<file path="config.mk">
export PLATFORM = sky130hd
export DESIGN_NAME = fp_32_to_int
export DESIGN_NICKNAME = d
export VERILOG_FILES = /design/src/rtl/fp_32_pkg.sv /design/src/rtl/fp_32_align_shift.sv /design/src/rtl/fp_32_to_int.sv
export SDC_FILE = /design/constraint.sdc
export NUM_CORES = 1
export LEC_CHECK = 0
export ABC_AREA = 1
export CORE_MARGIN = 2
export CORE_UTILIZATION = 57
export DETAILED_ROUTE_END_ITERATION = 10
export PLACE_DENSITY_LB_ADDON = 0.05
export SYNTH_ARGS = -nofsm -noshare
export SYNTH_HDL_FRONTEND = slang
export SYNTH_SLANG_ARGS = --single-unit
export TNS_END_PERCENT = 20
</file>
<file path="constraint.sdc">
create_clock -name clk -period 3.5 [get_ports clk]
set_clock_uncertainty 0.15 [all_clocks]
set_input_delay 0.7 -clock clk [delete_from_list [all_inputs] [get_ports clk]]
set_output_delay 0.7 -clock clk [all_outputs]
set_load 0.02 [all_outputs]
</file>
<file path="src/rtl/fp_32_pkg.sv">
// Shared binary32 constants, operand classes and the classifier used by the
// floating-point datapath blocks (adder, fp-to-int converter).
package fp_32_pkg;

  localparam int          EXP_BIAS    = 127;
  localparam logic [7:0]  EXP_SPECIAL = 8'hFF;
  localparam logic [31:0] INT32_MAX   = 32'h7FFFFFFF;
  localparam logic [31:0] INT32_MIN   = 32'h80000000;

  // Biased exponents where the integer LSB lines up with the significand LSB,
  // where |x| reaches 0.5, and where |x| reaches 2^31.
  localparam logic [7:0]  EXP_INT_LSB = 8'(EXP_BIAS + 23);
  localparam logic [7:0]  EXP_HALF    = 8'(EXP_BIAS - 1);
  localparam logic [7:0]  EXP_INT_OVF = 8'(EXP_BIAS + 31);

  // -2^31 is the only operand at or above EXP_INT_OVF that still fits.
  localparam logic [31:0] FP_NEG_2_31 = 32'hCF000000;

  typedef enum logic [2:0] {
    FP_ZERO,
    FP_DENORM,
    FP_NORMAL,
    FP_INF,
    FP_NAN
  } fp_class_t;

  function automatic fp_class_t fp_classify(input logic [31:0] w);
    fp_class_t cls;
    if (w[30:23] == 8'h00) begin
      cls = (w[22:0] == 23'd0) ? FP_ZERO : FP_DENORM;
    end else if (w[30:23] == EXP_SPECIAL) begin
      cls = (w[22:0] == 23'd0) ? FP_INF : FP_NAN;
    end else begin
      cls = FP_NORMAL;
    end
    return cls;
  endfunction

endpackage

</file>
<file path="src/rtl/fp_32_align_shift.sv">
// Aligns a normal 24-bit significand to the integer grid: integer part,
// guard bit, sticky bit and an overflow indication for |x| >= 2^31.
module fp_32_align_shift
  import fp_32_pkg::*;
(
  input  logic [23:0] sig,
  input  logic [7:0]  exp,
  output logic [31:0] int_part,
  output logic        guard,
  output logic        sticky,
  output logic        overflow
);

  logic [4:0]  rshamt;
  logic [2:0]  lshamt;
  logic [47:0] rwide;

  always_comb begin
    int_part = '0;
    guard    = 1'b0;
    sticky   = 1'b0;
    overflow = 1'b0;
    rshamt   = 5'(EXP_INT_LSB - exp);
    lshamt   = 3'(exp - EXP_INT_LSB);
    rwide    = '0;

    if (exp >= EXP_INT_OVF) begin
      overflow = 1'b1;
    end else if (exp >= EXP_INT_LSB) begin
      int_part = {8'd0, sig} << lshamt;
    end else if (exp >= EXP_HALF) begin
      // Shift 1..24 places; the upper half is the integer, the lower half
      // holds the guard bit followed by everything that feeds sticky.
      rwide    = {sig, 24'd0} >> rshamt;
      int_part = {8'd0, rwide[47:24]};
      guard    = rwide[23];
      sticky   = |rwide[22:0];
    end else begin
      sticky = 1'b1;
    end
  end

endmodule

</file>
<file path="src/rtl/fp_32_to_int.sv">
// Three-stage binary32 -> int32 converter: classify, align, then round to
// nearest-even, negate and saturate into registered outputs.
module fp_32_to_int
  import fp_32_pkg::*;
(
  input  logic        clk,
  input  logic        rstn,
  input  logic        in_valid,
  output logic        in_ready,
  input  logic [31:0] fp_data,
  output logic        out_valid,
  input  logic        out_ready,
  output logic [31:0] int_out,
  output logic        invalid,
  output logic        inexact
);

  // Handshake: a word moves on any rising edge where valid and ready are both
  // high. The whole pipe advances on en; it only freezes when a result is
  // waiting and the consumer refuses it, so in_ready follows out_ready
  // combinationally and outputs stay stable while out_valid & !out_ready.
  logic en;
  assign en       = !out_valid_q || out_ready;
  assign in_ready = en;

  // Stage 1: operand fields and class
  logic        s1_valid_q, s1_valid_d;
  logic        s1_sign_q,  s1_sign_d;
  fp_class_t   s1_cls_q,   s1_cls_d;
  logic [7:0]  s1_exp_q,   s1_exp_d;
  logic [23:0] s1_sig_q,   s1_sig_d;
  logic        s1_min_q,   s1_min_d;

  always_comb begin
    s1_valid_d = s1_valid_q;
    s1_sign_d  = s1_sign_q;
    s1_cls_d   = s1_cls_q;
    s1_exp_d   = s1_exp_q;
    s1_sig_d   = s1_sig_q;
    s1_min_d   = s1_min_q;
    if (en) begin
      s1_valid_d = in_valid;
      s1_sign_d  = fp_data[31];
      s1_cls_d   = fp_classify(fp_data);
      s1_exp_d   = fp_data[30:23];
      s1_sig_d   = {fp_data[30:23] != 8'h00, fp_data[22:0]};
      s1_min_d   = (fp_data == FP_NEG_2_31);
    end
  end

  always_ff @(posedge clk or negedge rstn) begin
    if (!rstn) begin
      s1_valid_q <= 1'b0;
      s1_sign_q  <= 1'b0;
      s1_cls_q   <= FP_ZERO;
      s1_exp_q   <= '0;
      s1_sig_q   <= '0;
      s1_min_q   <= 1'b0;
    end else begin
      s1_valid_q <= s1_valid_d;
      s1_sign_q  <= s1_sign_d;
      s1_cls_q   <= s1_cls_d;
      s1_exp_q   <= s1_exp_d;
      s1_sig_q   <= s1_sig_d;
      s1_min_q   <= s1_min_d;
    end
  end

  // Stage 2: alignment
  logic [31:0] al_int;
  logic        al_guard, al_sticky, al_ovf;

  fp_32_align_shift u_align (
    .sig      (s1_sig_q),
    .exp      (s1_exp_q),
    .int_part (al_int),
    .guard    (al_guard),
    .sticky   (al_sticky),
    .overflow (al_ovf)
  );

  logic        s2_valid_q,  s2_valid_d;
  logic        s2_sign_q,   s2_sign_d;
  fp_class_t   s2_cls_q,    s2_cls_d;
  logic [31:0] s2_mag_q,    s2_mag_d;
  logic        s2_guard_q,  s2_guard_d;
  logic        s2_sticky_q, s2_sticky_d;
  logic        s2_ovf_q,    s2_ovf_d;
  logic        s2_min_q,    s2_min_d;

  always_comb begin
    s2_valid_d  = s2_valid_q;
    s2_sign_d   = s2_sign_q;
    s2_cls_d    = s2_cls_q;
    s2_mag_d    = s2_mag_q;
    s2_guard_d  = s2_guard_q;
    s2_sticky_d = s2_sticky_q;
    s2_ovf_d    = s2_ovf_q;
    s2_min_d    = s2_min_q;
    if (en) begin
      s2_valid_d  = s1_valid_q;
      s2_sign_d   = s1_sign_q;
      s2_cls_d    = s1_cls_q;
      s2_mag_d    = al_int;
      s2_guard_d  = al_guard;
      s2_sticky_d = al_sticky;
      s2_ovf_d    = al_ovf;
      s2_min_d    = s1_min_q;
    end
  end

  always_ff @(posedge clk or negedge rstn) begin
    if (!rstn) begin
      s2_valid_q  <= 1'b0;
      s2_sign_q   <= 1'b0;
      s2_cls_q    <= FP_ZERO;
      s2_mag_q    <= '0;
      s2_guard_q  <= 1'b0;
      s2_sticky_q <= 1'b0;
      s2_ovf_q    <= 1'b0;
      s2_min_q    <= 1'b0;
    end else begin
      s2_valid_q  <= s2_valid_d;
      s2_sign_q   <= s2_sign_d;
      s2_cls_q    <= s2_cls_d;
      s2_mag_q    <= s2_mag_d;
      s2_guard_q  <= s2_guard_d;
      s2_sticky_q <= s2_sticky_d;
      s2_ovf_q    <= s2_ovf_d;
      s2_min_q    <= s2_min_d;
    end
  end

  // Stage 3: round, negate, saturate
  logic        rnd_inc;
  logic [31:0] mag_rnd;
  logic [31:0] signed_res;
  logic [31:0] sat_val;

  logic        out_valid_q, out_valid_d;
  logic [31:0] int_out_q,   int_out_d;
  logic        invalid_q,   invalid_d;
  logic        inexact_q,   inexact_d;

  always_comb begin
    rnd_inc    = s2_guard_q & (s2_sticky_q | s2_mag_q[0]);
    mag_rnd    = s2_mag_q + {31'd0, rnd_inc};
    // A magnitude that rounds to zero negates to zero, so no -0 escapes.
    signed_res = s2_sign_q ? (~mag_rnd + 32'd1) : mag_rnd;
    sat_val    = s2_sign_q ? INT32_MIN : INT32_MAX;

    out_valid_d = out_valid_q;
    int_out_d   = int_out_q;
    invalid_d   = invalid_q;
    inexact_d   = inexact_q;
    if (en) begin
      out_valid_d = s2_valid_q;
      if (s2_valid_q) begin
        case (s2_cls_q)
          FP_ZERO: begin
            int_out_d = '0;
            invalid_d = 1'b0;
            inexact_d = 1'b0;
          end
          FP_DENORM: begin
            int_out_d = '0;
            invalid_d = 1'b0;
            inexact_d = 1'b1;
          end
          FP_NAN: begin
            int_out_d = INT32_MAX;
            invalid_d = 1'b1;
            inexact_d = 1'b0;
          end
          FP_INF: begin
            int_out_d = sat_val;
            invalid_d = 1'b1;
            inexact_d = 1'b0;
          end
          default: begin
            if (s2_ovf_q && s2_min_q) begin
              int_out_d = INT32_MIN;
              invalid_d = 1'b0;
              inexact_d = 1'b0;
            end else if (s2_ovf_q) begin
              int_out_d = sat_val;
              invalid_d = 1'b1;
              inexact_d = 1'b0;
            end else begin
              int_out_d = signed_res;
              invalid_d = 1'b0;
              inexact_d = s2_guard_q | s2_sticky_q;
            end
          end
        endcase
      end
    end
  end

  always_ff @(posedge clk or negedge rstn) begin
    if (!rstn) begin
      out_valid_q <= 1'b0;
      int_out_q   <= '0;
      invalid_q   <= 1'b0;
      inexact_q   <= 1'b0;
    end else begin
      out_valid_q <= out_valid_d;
      int_out_q   <= int_out_d;
      invalid_q   <= invalid_d;
      inexact_q   <= inexact_d;
    end
  end

  assign out_valid = out_valid_q;
  assign int_out   = int_out_q;
  assign invalid   = invalid_q;
  assign inexact   = inexact_q;

endmodule
</file>
== After elaboration in Yosys (flattened, before gate mapping) ==
Cells that the tools add are included.
Storage, ports and cells
  bits in registers: 114
  input bits: 36
  output and inout port bits: 36
  logic and storage cells: 73
Operators by class
  $add $sub $neg: 4
  $lt $le $gt $ge: 3
  equality and inequality tests: 5
  shift-type cells: 2
  multiplexer cells: 25
  bitwise operators: 4
  reduce and logical (&&, ||, !) cells: 12
Operator list (count)
  $mux 32: 6
  $pmux 32 s3: 1
  $shr 48x5->48: 1
  $add 32x1->32: 1
  $add 32x1->32 const B: 1
  $eq 32x32->1 const B: 1
  $not 32->32: 1
  $shl 24x3->32: 1
  $mux 24: 1
  $logic_not 23->1: 1
  $reduce_or 23->1: 1
  $ge 8x8->1 const B: 2
  $mux 1: 12
  $mux 3: 3
  $eq 8x8->1 const B: 1
  $ge 8x7->1 const B: 1
  $logic_not 8->1: 1
  $reduce_bool 8->1: 1
  $sub 5x5->5 const A: 1
  $pmux 1 s2: 2
  $reduce_or 2->1: 2
  $eq 3x1->1 const B: 1
  $eq 3x2->1 const B: 1
  $eq 3x3->1 const B: 1
  other kinds (9): 10

== Depth between registers and ports, before layout ==
  depth after elaboration: 9
  mapped depth: 22
  mapped depth without buffers: 22

== By module ==
From an unflattened synthesis, not the netlist that was laid out.
Unflattened totals
  cell total of the unflattened synthesis: 1494
  area, all modules: 9115.0 µm²
Modules (own cells, without submodules)
  fp_32_to_int: times used 1, cells each 921, area each 6422.4 µm², sequential area each 2852.7 µm²
  fp_32_align_shift: times used 1, cells each 573, area each 2692.6 µm², sequential area each 0.0 µm²

== Least setup slack after synthesis ==
No wires, ideal clock.
  path type: register -> register
  start: register s1_exp_q[0]
  end: register s2_mag_q[2]
  library setup time: 0.101 ns
  arrival time: 2.879 ns
  required time: 3.249 ns
  setup slack: 0.370 ns
  cell stages (with the launch flop): 16
  path buffers: 5
  period minus slack after synthesis: 3.130 ns
  cell sequence: dfrtp_1 -> buf_2 -> inv_2 -> clkbuf_1 -> buf_1 -> ha_1 -> clkbuf_1 -> inv_2 -> clkbuf_1 -> nand2_1 -> inv_1 -> o21ai_0 -> or2_2 -> o21ai_0 -> a21oi_1 -> o32ai_1
Between the ends
  word-level cells in the longest chain between the ends: 5
  elaborated cells between the ends (all ways): 10
  classes of those cells: add/sub: 2; order compare: 3; shift: 2; mux: 3
Ends and longest elaborated chain
  from (decl): RTL line fp_32_to_int.sv:30  | logic [7:0] s1_exp_q, s1_exp_d;
  from (signal assigned): RTL line fp_32_to_int.sv:63  | s1_exp_q <= s1_exp_d;
  $sub 5x5->5: RTL line fp_32_align_shift.sv:23  | rshamt = 5'(EXP_INT_LSB - exp);
  $shr 48x5->48: RTL line fp_32_align_shift.sv:34  | rwide = {sig, 24'd0} >> rshamt;
  $mux 24: RTL line fp_32_align_shift.sv:31  | end else if (exp >= EXP_HALF) begin
  $mux 32: RTL line fp_32_align_shift.sv:29  | end else if (exp >= EXP_INT_LSB) begin
  $mux 32 (*): RTL line fp_32_align_shift.sv:27  | if (exp >= EXP_INT_OVF) begin
  to (signal assigned): RTL line fp_32_to_int.sv:126  | s2_mag_q <= s2_mag_d;
  to (decl): RTL line fp_32_to_int.sv:85  | logic [31:0] s2_mag_q, s2_mag_d;
Every way passes the cells marked *; elsewhere a longest branch is shown, timed or not.
A chain may end at the register's enable or synchronous reset.

== Final worst setup path ==
  start: register s2_sticky_q
  end: register int_out_q[31] (netlist: int_out[31])
Between the ends
  word-level cells in the longest chain between the ends: 9
Ends and longest elaborated chain
  from (decl): RTL line fp_32_to_int.sv:87  | logic s2_sticky_q, s2_sticky_d;
  from (signal assigned): RTL line fp_32_to_int.sv:128  | s2_sticky_q <= s2_sticky_d;
  $or 1x1->1 (*): RTL line fp_32_to_int.sv:146  | rnd_inc = s2_guard_q & (s2_sticky_q | s2_mag_q[0]);
  $and 1x1->1 (*): RTL line fp_32_to_int.sv:146
  $add 32x1->32 (*): RTL line fp_32_to_int.sv:147  | mag_rnd = s2_mag_q + {31'd0, rnd_inc};
  $not 32->32: RTL line fp_32_to_int.sv:149  | signed_res = s2_sign_q ? (~mag_rnd + 32'd1) : mag_rnd;
  $add 32x1->32: RTL line fp_32_to_int.sv:149
  $mux 32 (*): RTL line fp_32_to_int.sv:149
  $mux 32 (*): RTL line fp_32_to_int.sv:185  | end else if (s2_ovf_q) begin
  $mux 32 (*): RTL line fp_32_to_int.sv:181  | if (s2_ovf_q && s2_min_q) begin
  $pmux 32 s3 (*): RTL line fp_32_to_int.sv:159  | case (s2_cls_q)
  to (signal assigned): RTL line fp_32_to_int.sv:208  | int_out_q <= int_out_d;
  to (decl): RTL line fp_32_to_int.sv:141  | logic [31:0] int_out_q, int_out_d;
Marks and branches as above.

==> metrics <==
status=completed; cell count after placement=1574; reg2reg setup slack=0.37 ns; Starting Density=58.0%; worst hold path class=input pin to async pin; RSZ-0062 raised after global routing=no; DRT antenna net count=0; Die Y=128 um; Yosys reg bits=113; Post-CTS Setup Repair Bufs=0; Die W=128 um; Synth top area share=32.2%; total of max-cap violations=0; Ports=72; GRT Util Overall=31.7%; core area=0.0151 mm2; Initial DRT Pass Iterations=5; Synth Warn #=0; Reg clk slew, reported paths=0.06 ns; Rows=45; Buffers on Ports=71; Worst Path Required=3.71 ns; Max Slew Vio Count=0; top-count cell post-synth=nand2_1; CP startpoint kind=register; Main synth FF type=dfrtp_1; CTS tree=done; Worst R2R End=int_out[31]$_DFFE_PN0P_; P_leak=4.71 nW; total CTS buffers=17; WS Path Type=register to register; vias in the first global route=8586; vias per std cell=5.66; Clock Sinks=113; H-tree Lvls=4; root buf cell=clkbuf_16; r2r worst-path depth=18; Max FO, Critical Path=4; r2r startpoint=s2_sticky_q$_DFFE_PN0N_; Placer Congestion=0.971; Worst-Margin Slew=0.776 ns; Die ar.=0.0164 mm2; accumulated negative setup slack=0 ns; PwrDens=939 mW/mm2; DRC=0; CTS resizes=0; Worst VDD drop=557 uV; Clock Path Buffers=2; syn avg cell area=6.46 um2; syn nets=1402; WL final=24800 um; # setup viols final=0; Routed WL per cell=15.5 um; clock latency on the worst-skew pair=0.42 ns; Critical Path AT=3.33 ns; largest net degree at the start of global routing=90; Inserted Diodes=0; Detailed Route Iter0 Violations=756; first-pass GRT wire length=41300 um; Non-Filler Instances=1605; relative slew slack=48.3%; Seq/Total Area, Yosys=32.2%; Final min period=3.13 ns; Worst Setup Slack, final=0.374 ns; antenna violations before repair=0; Area Growth Syn to Fin=16.1%; FFs w/ async S/R, synth=100%; layout cells sized above 1=8.40%; Distinct cells, synth=50; final clock period utilization by the worst path=89.3%; dominant cell type by area after synthesis=dfrtp_1; cts hold-fix bufs=0; Mapped Cells=1359; Worst setup EP type=register; Final Hold Viols=0; top post-synthesis cells by count=444 x nand2_1, 132 x o21ai_0, 118 x nor2_1; Final HPWL DP=19000 um; Post-synth EDFFs=0; dpl ws=0.491 ns; post-synthesis instance area=0.00878 mm2; vias post-DR=9082; total congestion overflow=0; final hold slack=0.100 ns; nets=1448; Max Fclk=0.320 GHz; synth top area cells=dfrtp_1 32%, nand2_1 19%, o21ai_0 7.5%
==> metrics by stage <==
step	area, um2	total power, mW	utilization [%]
2_1_floorplan	8780	6.24	-
3_3_place_gp	9640	7.80	63.7
3_5_place_dp	9640	7.85	63.7
4_1_cts	10200	9.55	67.3
5_1_grt	10200	10.4	67.3
6_report	10200	9.58	67.3
==> worst max-delay path, cell delays in order, from the launching register on <==
cell and delay [ns]:
dfrtp_1 0.40, nor2_1 0.11, nor2_1 0.05, ha_1 0.21, ha_1 0.24, nand3_1 0.14, xor2_1 0.34, nand3_1 0.24
nor2_2 0.23, nand3_2 0.13, nor2_4 0.16, nand2_2 0.07, nand2_1 0.08, nand3_1 0.07, nand2_1 0.14, nand2_1 0.07
nand2_1 0.06, nand2_1 0.06, a21oi_2 0.10
==> state kept, by name (all words and copies together), names as in the netlist, 3 cells and up <==
signal and flops:
s1_cls_q 3, s2_cls_q 3, int_out 32, s1_exp_q 8
s2_mag_q 31, s1_sig_q 24
==> per-layer routing <==
metal  vias up  GRT usage [%]  part of all wire [%]
met2       296           54.4                    49
met1      4182           38.8                    43
li1       4539              -                     -
met4         0           13.6                   3.9
met5         -              0                     0
met3        65           6.14                   4.8
==> area by class of cell <==
class                   count  area [um2]
multi-input cells        1056        5240
repair buffers             90         863
well taps                 188         235
clock buffers              17         425
clock inverters            14         131
inverters                 127         477
flip-flops and latches    113        2830
fillers                  1344        4950
==> how the worst max path moves through the flow <==
| stage | startpoint | end | slack (ns) |
|---|---|---|---|
| 6_report | s2_sticky_q$_DFFE_PN0N_ | int_out[31]$_DFFE_PN0P_ | 0.37 |
| 5_1_grt | s2_sticky_q$_DFFE_PN0N_ | int_out[31]$_DFFE_PN0P_ | 0.13 |
| 4_1_cts | s2_sticky_q$_DFFE_PN0N_ | int_out[25]$_DFFE_PN0P_ | 0.41 |
| 3_5_place_dp | s2_sticky_q$_DFFE_PN0N_ | int_out[25]$_DFFE_PN0P_ | 0.49 |
| 3_3_place_gp | s2_sticky_q$_DFFE_PN0N_ | int_out[31]$_DFFE_PN0P_ | 0.56 |
| 2_1_floorplan | s1_exp_q[0]$_DFFE_PN0N_ | s2_mag_q[2]$_DFFE_PN0N_ | 0.37 |
==> cell families after synthesis <==
family	share of synthesized area (%)
flops	32.2
fa+ha+maj	0.997
xor+xnor	2.11
buf+inv	8.26
simple gates	35.2
compound gates	19.4
mux	1.82
==> cells in the final DEF (no fill, tap or decap), drive strengths merged, types with 2 or more instances in the layout <==
| cell | synthesis | final |
|---|---|---|
| xor2 | 16 | 16 |
| a21boi | 2 | 2 |
| nand3b | 6 | 6 |
| o21a | 9 | 9 |
| or2 | 3 | 3 |
| clkbuf | 48 | 17 |
| mux2i | 16 | 16 |
| clkdlybuf4s50 | 0 | 70 |
| o32ai | 5 | 5 |
| o31ai | 3 | 3 |
| clkinvlp | 0 | 4 |
| nand3 | 81 | 81 |
| a22o | 2 | 2 |
| o221ai | 6 | 6 |
| a21oi | 96 | 96 |
| o21ai | 146 | 146 |
| nor2 | 140 | 140 |
| ha | 7 | 7 |
| buf | 15 | 20 |
| a31oi | 7 | 7 |
| nor3 | 6 | 6 |
| o211ai | 3 | 3 |
| inv | 126 | 130 |
| nor4 | 8 | 8 |
| clkinv | 1 | 6 |
| nand2 | 459 | 459 |
| o22ai | 14 | 14 |
| dfrtp | 113 | 113 |
| and2 | 2 | 2 |
| nand4 | 6 | 6 |
| a32o | 2 | 2 |
| o22a | 5 | 5 |
| o21bai | 2 | 2 |
==> report_power, final <==
group | switching (mW) | leakage (nW) | internal, mW
logic | 3.73 | 3.06 | 2.01
registers | 0.409 | 1.38 | 1.78
clock network | 0.663 | 0.263 | 0.978
(Power assumes the default switching activity.)
